[config.mk]
export PLATFORM = sky130hd
export DESIGN_NAME = hs_multi_pulse_tx
export DESIGN_NICKNAME = d
export VERILOG_FILES = /design/src/rtl/hs_pkg.sv /design/src/rtl/hs_tx_chan.sv /design/src/rtl/hs_multi_pulse_tx.sv
export SDC_FILE = /design/constraint.sdc
export NUM_CORES = 1
export LEC_CHECK = 0
export ABC_AREA = 1
export CORE_UTILIZATION = 46
export DETAILED_ROUTE_END_ITERATION = 8
export PLACE_DENSITY = 0.78
export SLEW_MARGIN = 25
export SYNTH_ARGS = -nofsm -noshare
export SYNTH_HDL_FRONTEND = slang
export SYNTH_HIERARCHICAL = 1
export SYNTH_SLANG_ARGS = --single-unit
[constraint.sdc]
create_clock -name clk1 -period 1.92 [get_ports clk1]
set_clock_uncertainty 0.05 [all_clocks]
set_input_delay 0.384 -clock clk1 [delete_from_list [all_inputs] [get_ports clk1]]
set_output_delay 0.384 -clock clk1 [all_outputs]
set_load 0.005 [all_outputs]
[src/rtl/hs_pkg.sv]
// Shared types and limits for the multi-channel req/ack pulse transmitter.
package hs_pkg;

  typedef enum logic [1:0] {
    HS_IDLE     = 2'd0,
    HS_REQ      = 2'd1,
    HS_WAIT_LOW = 2'd2
  } hs_state_t;

  // Smallest legal synchroniser depth and pending-counter width.
  localparam int unsigned HS_MIN_SYNC  = 2;
  localparam int unsigned HS_MIN_CNT_W = 1;

  // Clamp a requested size up to its minimum legal value.
  function automatic int unsigned hs_at_least(input int unsigned val, input int unsigned min);
    return (val < min) ? min : val;
  endfunction

endpackage

[src/rtl/hs_tx_chan.sv]
// One transmit channel: ack synchroniser, four-phase request FSM, optional
// pending-event counter and sticky drop flag.
// Optional feature: define HS_TX_QUEUE_EN to queue events that arrive while busy;
// otherwise such events are dropped.
module hs_tx_chan
  import hs_pkg::*;
#(
  parameter int unsigned SYNC_STAGES = 2,
  parameter int unsigned CNT_W       = 4
) (
  input  logic             clk1,
  input  logic             sys_rst,
  input  logic             pulse_in,
  input  logic             ack_in,
  input  logic             drop_clr,
  output logic             req_out,
  output logic             done_pulse,
  output logic             busy,
  output logic             drop_flag,
  output logic [CNT_W-1:0] pend_cnt
);

  hs_state_t state_q, state_d;

  logic [SYNC_STAGES-1:0] sync_q;
  logic                   ack_s;
  logic                   req_q, req_d;
  logic                   done_q, done_d;
  logic                   drop_q, drop_d;

  // Event bookkeeping decoded by the FSM.
  logic pend_avail;  // counter holds at least one queued event
  logic launch_cnt;  // launching from the counter this cycle
  logic enqueue;     // live pulse arrived while the channel cannot take it
  logic drop_evt;    // an event is lost this cycle

  assign ack_s = sync_q[SYNC_STAGES-1];

  // Ack synchroniser: plain shift chain into the clk1 domain.
  always_ff @(posedge clk1) begin
    if (sys_rst) begin
      sync_q <= '0;
    end else begin
      sync_q <= {sync_q[SYNC_STAGES-2:0], ack_in};
    end
  end

`ifdef HS_TX_QUEUE_EN
  localparam logic [CNT_W-1:0] CntMax = '1;

  logic [CNT_W-1:0] cnt_q, cnt_d;

  assign pend_avail = (cnt_q != '0);

  // Pending counter next state: a counter launch and an enqueue never coincide,
  // because a live pulse at the launch point launches directly.
  always_comb begin
    cnt_d    = cnt_q;
    drop_evt = 1'b0;
    if (launch_cnt) begin
      cnt_d = cnt_q - 1'b1;
    end else if (enqueue) begin
      if (cnt_q == CntMax) begin
        drop_evt = 1'b1;
      end else begin
        cnt_d = cnt_q + 1'b1;
      end
    end
  end

  // Pending counter register.
  always_ff @(posedge clk1) begin
    if (sys_rst) begin
      cnt_q <= '0;
    end else begin
      cnt_q <= cnt_d;
    end
  end

  assign pend_cnt = cnt_q;
`else
  logic unused_launch_cnt;

  assign pend_avail        = 1'b0;
  assign unused_launch_cnt = launch_cnt;
  // Without a queue every event that cannot launch is lost.
  assign drop_evt          = enqueue;
  assign pend_cnt          = '0;
`endif

  // FSM next state, event routing and registered-output next values.
  always_comb begin
    state_d    = state_q;
    launch_cnt = 1'b0;
    enqueue    = 1'b0;
    unique case (state_q)
      HS_IDLE: begin
        if (pulse_in) begin
          state_d = HS_REQ;
        end else if (pend_avail) begin
          state_d    = HS_REQ;
          launch_cnt = 1'b1;
        end
      end
      HS_REQ: begin
        if (ack_s) begin
          state_d = HS_WAIT_LOW;
        end
        enqueue = pulse_in;
      end
      HS_WAIT_LOW: begin
        if (!ack_s) begin
          if (pulse_in) begin
            state_d = HS_REQ;
          end else if (pend_avail) begin
            state_d    = HS_REQ;
            launch_cnt = 1'b1;
          end else begin
            state_d = HS_IDLE;
          end
        end else begin
          enqueue = pulse_in;
        end
      end
      default: state_d = HS_IDLE;
    endcase

    req_d  = (state_d == HS_REQ);
    done_d = (state_q == HS_REQ) && ack_s;

    // A drop in the same cycle as a clear leaves the flag set.
    if (drop_evt) begin
      drop_d = 1'b1;
    end else if (drop_clr) begin
      drop_d = 1'b0;
    end else begin
      drop_d = drop_q;
    end
  end

  // State and registered outputs.
  always_ff @(posedge clk1) begin
    if (sys_rst) begin
      state_q <= HS_IDLE;
      req_q   <= 1'b0;
      done_q  <= 1'b0;
      drop_q  <= 1'b0;
    end else begin
      state_q <= state_d;
      req_q   <= req_d;
      done_q  <= done_d;
      drop_q  <= drop_d;
    end
  end

  assign req_out    = req_q;
  assign done_pulse = done_q;
  assign busy       = (state_q != HS_IDLE);
  assign drop_flag  = drop_q;

endmodule

[src/rtl/hs_multi_pulse_tx.sv]
// Multi-channel source side of a four-phase req/ack pulse handshake.
// Channels are fully independent; the top only replicates and concatenates.
// Optional feature: define HS_TX_QUEUE_EN to queue events arriving while busy.
module hs_multi_pulse_tx
  import hs_pkg::*;
#(
  parameter int unsigned CH          = 4,
  parameter int unsigned SYNC_STAGES = 2,
  parameter int unsigned CNT_W       = 4
) (
  input  logic                clk1,
  input  logic                sys_rst,
  input  logic [CH-1:0]       pulse_in,
  input  logic [CH-1:0]       ack_in,
  input  logic                drop_clr,
  output logic [CH-1:0]       req_out,
  output logic [CH-1:0]       done_pulse,
  output logic [CH-1:0]       busy,
  output logic [CH-1:0]       drop_flag,
  output logic [CH*CNT_W-1:0] pend_cnt
);

  // Undersized synchronisers are raised to the minimum safe depth.
  localparam int unsigned SyncN = hs_at_least(SYNC_STAGES, HS_MIN_SYNC);
  localparam int unsigned CntW  = hs_at_least(CNT_W, HS_MIN_CNT_W);

  for (genvar i = 0; i < CH; i++) begin : g_chan
    hs_tx_chan #(
      .SYNC_STAGES (SyncN),
      .CNT_W       (CntW)
    ) u_chan (
      .clk1       (clk1),
      .sys_rst    (sys_rst),
      .pulse_in   (pulse_in[i]),
      .ack_in     (ack_in[i]),
      .drop_clr   (drop_clr),
      .req_out    (req_out[i]),
      .done_pulse (done_pulse[i]),
      .busy       (busy[i]),
      .drop_flag  (drop_flag[i]),
      .pend_cnt   (pend_cnt[i*CNT_W +: CNT_W])
    );
  end

endmodule
==> results of run 1 <==
per-layer routing:
layer  track usage (%)  wire length [µm]  vias up
met5                 0                 0        -
met1              15.4              1040      529
met3              4.62               138        2
met2              28.9              1220       36
li1                  -                 -      639
met4              4.08                15        0
synthesized netlist by cell type, drive strengths merged:
| library cell | number |
|---|---|
| nand2 | 44 |
| inv | 40 |
| nor2 | 36 |
| dfxtp | 28 |
| buf | 16 |
| ha | 16 |
| nand3 | 8 |
| a21boi | 4 |
| a21oi | 4 |
| conb | 4 |
| o21ai | 4 |
layout make-up:
class,instances,area share (%)
Clock buffer,4,1.96
Inverter,40,8.13
Multi-Input combinational cell,132,37.5
Sequential cell,28,30.9
Tap cell,44,2.98
Timing Repair Buffer,37,18.5
cells by family after synthesis:
group                    share of synthesized area [%]
AO/OA/AOI/OAI                                     4.75
flip-flops                                        38.0
AND/OR/NAND/NOR                                   24.4
buffers and inverters                             18.3
other                                             1.02
adder cells (fa/ha/maj)                           13.6
critical path, cell delays in order (launching register included):
cell           delay [ns]
dfxtp_2              0.36
inv_1                0.05
ha_1                 0.20
inv_1                0.06
dlygate4sd2_1        0.22
sequential cells by signal, summed over array words and instances (netlist names):
name and count:
g_chan.u_chan/done_pulse 4, g_chan.u_chan/req_out 4, g_chan.u_chan/sync_q 8, g_chan.u_chan/drop_flag 4
g_chan.u_chan/state_q 8
per-stage QoR:
stage	utilization [%]	setup slack, ns	power, mW	cells
5_1_grt	60.5	0.157	1.19	285
6_report	60.5	0.260	1.12	285
3_5_place_dp	56.7	0.243	0.843	272
4_1_cts	60.1	0.0000339	1.13	284
2_1_floorplan	-	0.769	0.773	216
3_3_place_gp	56.7	0.267	0.839	272
worst min-delay path by stage:
stage	start	end	slack (ns)	depth (start not counted)
6_report	g_chan[2].u_chan/sync_q[0]	g_chan[2].u_chan/sync_q[1]	0.34	2
5_1_grt	g_chan[2].u_chan/sync_q[0]	g_chan[2].u_chan/sync_q[1]	0.37	2
4_1_cts	g_chan[2].u_chan/sync_q[0]	g_chan[2].u_chan/sync_q[1]	0.34	2
3_5_place_dp	g_chan[2].u_chan/sync_q[0]	g_chan[2].u_chan/sync_q[1]	0.34	2
3_3_place_gp	g_chan[3].u_chan/sync_q[0]	g_chan[3].u_chan/sync_q[1]	0.34	2
2_1_floorplan	g_chan[0].u_chan/sync_q[0]	g_chan[0].u_chan/sync_q[1]	0.34	2
power breakdown:
| group | total (mW) | internal, mW | switching (mW) |
|---|---|---|---|
| clock | 0.279 | 0.116 | 0.163 |
| combinational | 0.217 | 0.106 | 0.111 |
| sequential | 0.625 | 0.613 | 0.0124 |
what timing repair did:
item                                    in CTS  in global routing
endpoints found under the setup margin       4                  1
resized for setup                           11                  2
cloned                                       0                  0
setup buffers                                8                  1
==> results.cfg, run 1 <==
[outcome]
status = completed

[route]
vias = 1206
vias_per_cell = 4.23
firstDrtPassIters = 4
drc = 0
ant_nets = 0
drtIter0Drc = 45
routed_wl_um = 2410
wl_per_cell_um = 8.47

[yosys]
synth.distinct_cells = 13
syn_area_mm2 = 0.00148
synth_seq_cells = 28
syn_avg_cell_area_um2 = 7.24
synth.top_cell.area_share_pct = 38.0
ys_seq_area_share_pct = 38.0
synth.area.top_cells = dfxtp_1 38%, ha_1 14%, inv_1 10%
yosysTopAreaCell = dfxtp_1
syn_inst = 204
yosys_warnings = 6

[clocking]
cts_tree = yes
hold_buffers = 0
root_buffer = clkbuf_4
clk_latency_ns = 0.33
cts_max_level = 1
clock_path_buffers = 2
cts_sinks = 28
numCtsBuffers = 3
path_clk_slew_ns = 0.15

[global_route]
track_usage_pct = 14.9
overflow = 0
antenna_found_initial = 0
first_global_vias = 1008
grt_pass1_wl_um = 3860
grt_max_degree = 16

[critical_path]
worst_ep_required_time_ns = 1.49
crit_end = busy[3]
startpoint_type = flop
r2r_end = g_chan[0].u_chan/state_q[0]
crit_type = flop to output port
crit_fanout = 2
regToRegSetupSlack_ns = 0.58
startpoint = g_chan[3].u_chan/state_q[0]
critPathCaptureType = output port
r2r-start = g_chan[0].u_chan/state_q[1]
rr_worst_depth = 9
arrival_ns = 1.23

[timing]
hold_violations = 0
rsz0062_at_grt = no
maxSlewViolCount = 0
setup_viol = 0
min_period_ns = 1.66
clock.fmax_ghz = 0.602
fin_crit_sh_pct = 86.5
whs_ns = 0.342
setup_tns_ns = 0

[cells_and_area]
drive_gt1_share_pct = 13.3
design_area_mm2 = 0.00185
synthToLayoutAreaGrowth_pct = 25.1
final_cell_mix = 40 x inv_1, 40 x nand2_1, 32 x nor2_1
multi_input_area_um2 = 693
fillers = 297
antenna_cells = 0
seq_area_um2 = 571
finalNetCount = 269

[hold_path]
hold_path.class = flop to flop

[placement]
dp_hpwl_um = 1780
placedInstanceArea_mm2 = 0.00173
port-buffer-count = 26
place_congestion = 0.796

[power]
leakagePower_nw = 0.994
vdd_drop_max_v = 0.000366
powerDensity_mw_per_mm2 = 607

[floorplanning]
fp.dieH_um = 58.7
io_pins = 43
rows = 20
die_area_mm2 = 0.00344
start_util_pct = 48.4
die_w_um = 58.7
fp.coreArea_mm2 = 0.00305

[job]
maxCapViolations = 0
(Power assumes the default switching activity.)
==> run 2, diff against run 1 <==
- CORE_MARGIN: unset -> 2
==> results.cfg, run 2 (same netlist as run 1, synthesis figures left out) <==
[outcome]
status = completed

[global_route]
antenna_found_initial = 0
track_usage_pct = 14.0
first_global_vias = 994
grt_max_degree = 17
grt_pass1_wl_um = 3860
overflow = 0

[power]
vdd_drop_max_v = 0.000328
powerDensity_mw_per_mm2 = 594
leakagePower_nw = 0.971

[route]
routed_wl_um = 2330
drtIter0Drc = 50
vias = 1148
firstDrtPassIters = 4
drc = 0
ant_nets = 0
vias_per_cell = 4.06
wl_per_cell_um = 8.23

[clocking]
cts_sinks = 28
numCtsBuffers = 3
cts_tree = yes
root_buffer = clkbuf_4
hold_buffers = 0
clk_latency_ns = 0.32
path_clk_slew_ns = 0.15
cts_max_level = 1
clock_path_buffers = 2

[floorplanning]
start_util_pct = 48.4
io_pins = 43
rows = 20
fp.coreArea_mm2 = 0.00305
die_area_mm2 = 0.00368
die_w_um = 60.7
fp.dieH_um = 60.7

[critical_path]
worst_ep_required_time_ns = 1.49
arrival_ns = 1.24
crit_fanout = 3
startpoint_type = flop
crit_type = flop to output port
critPathCaptureType = output port

[timing]
clock.fmax_ghz = 0.596
rsz0062_at_grt = no
min_period_ns = 1.68
maxSlewViolCount = 0
hold_violations = 0
setup_viol = 0
fin_crit_sh_pct = 87.3
setup_tns_ns = 0

[cells_and_area]
antenna_cells = 0
drive_gt1_share_pct = 12.1
fin_cells = 283
final_cell_mix = 40 x inv_1, 40 x nand2_1, 32 x nor2_1
largestRegisters = g_chan.u_chan/state_q (8), g_chan.u_chan/sync_q (8)
synthToLayoutAreaGrowth_pct = 23.2
finalNetCount = 268

[placement]
dp_cells = 272
port-buffer-count = 26
dp_hpwl_um = 1730
place_congestion = 0.820

[job]
maxCapViolations = 0

[hold_path]
hold_path.class = flop to flop
## run 2: cell types whose count changed in the layout (fill, tap and decap cells not counted)
cell and change:
dlymetal6s2s_1 -1, clkbuf_8 -1, buf_4 -1, dlygate4sd2_1 +1, ha_2 -1, ha_1 +1
## run 2: report_power, final
part           internal [mW]  total, mW  switching, mW
clock                 0.0735      0.242          0.168
sequential             0.613      0.626         0.0130
combinational          0.105      0.212          0.107
## run 2: cell type report
type | instances | area, µm²
clock buffer | 3 | 22.5
tap | 44 | 55.1
sequential | 28 | 571
timing repair buffer | 36 | 330
fill | 300 | 1230
multi-input combinational | 132 | 691
inverter | 40 | 150
## run 2: final timing paths
| kind | start | to | slack (ns) | cells past startpoint |
|---|---|---|---|---|
| worst max-delay path | g_chan[0].u_chan/state_q[1] | busy[0] | 0.24 | 4 |
| worst min-delay path | g_chan[3].u_chan/sync_q[0] | g_chan[3].u_chan/sync_q[1] | 0.36 | 2 |
| worst max register to register | g_chan[0].u_chan/state_q[0] | g_chan[0].u_chan/req_out | 0.68 | 8 |
| worst min register to register | g_chan[3].u_chan/sync_q[0] | g_chan[3].u_chan/sync_q[1] | 0.36 | 2 |
## run 2: layer usage
metal	vias to the layer above	track usage, %	part of all wire [%]	routed length, µm
li1	635	-	-	-
met1	488	16.0	47	1100
met2	23	25.2	48	1130
met3	2	1.92	3.8	89
met4	0	7.45	0.64	15
met5	-	0	0	0
## run 2: worst max-delay path, stage by stage (launching register included)
cell and delay, ns:
dfxtp_2 0.34, inv_1 0.09, ha_1 0.18, inv_1 0.06, dlygate4sd2_1 0.25
## run 2: timing repair
action                                  4_1_cts  5_1_grt
setup buffers                                 8        0
gates resized for setup                      12        0
endpoints found under the setup margin        4        0
## run 2: metrics by stage
stage | util, % | instance area, µm² | power, mW | setup WS (ns) | hold WS [ns]
2_1_floorplan | - | 1520 | 0.773 | 0.769 | 0.338
3_3_place_gp | 56.7 | 1730 | 0.838 | 0.276 | 0.341
3_5_place_dp | 56.7 | 1730 | 0.841 | 0.235 | 0.346
4_1_cts | 59.6 | 1820 | 1.10 | 0.231 | 0.366
5_1_grt | 59.6 | 1820 | 1.16 | 0.139 | 0.381
6_report | 59.6 | 1820 | 1.08 | 0.243 | 0.362
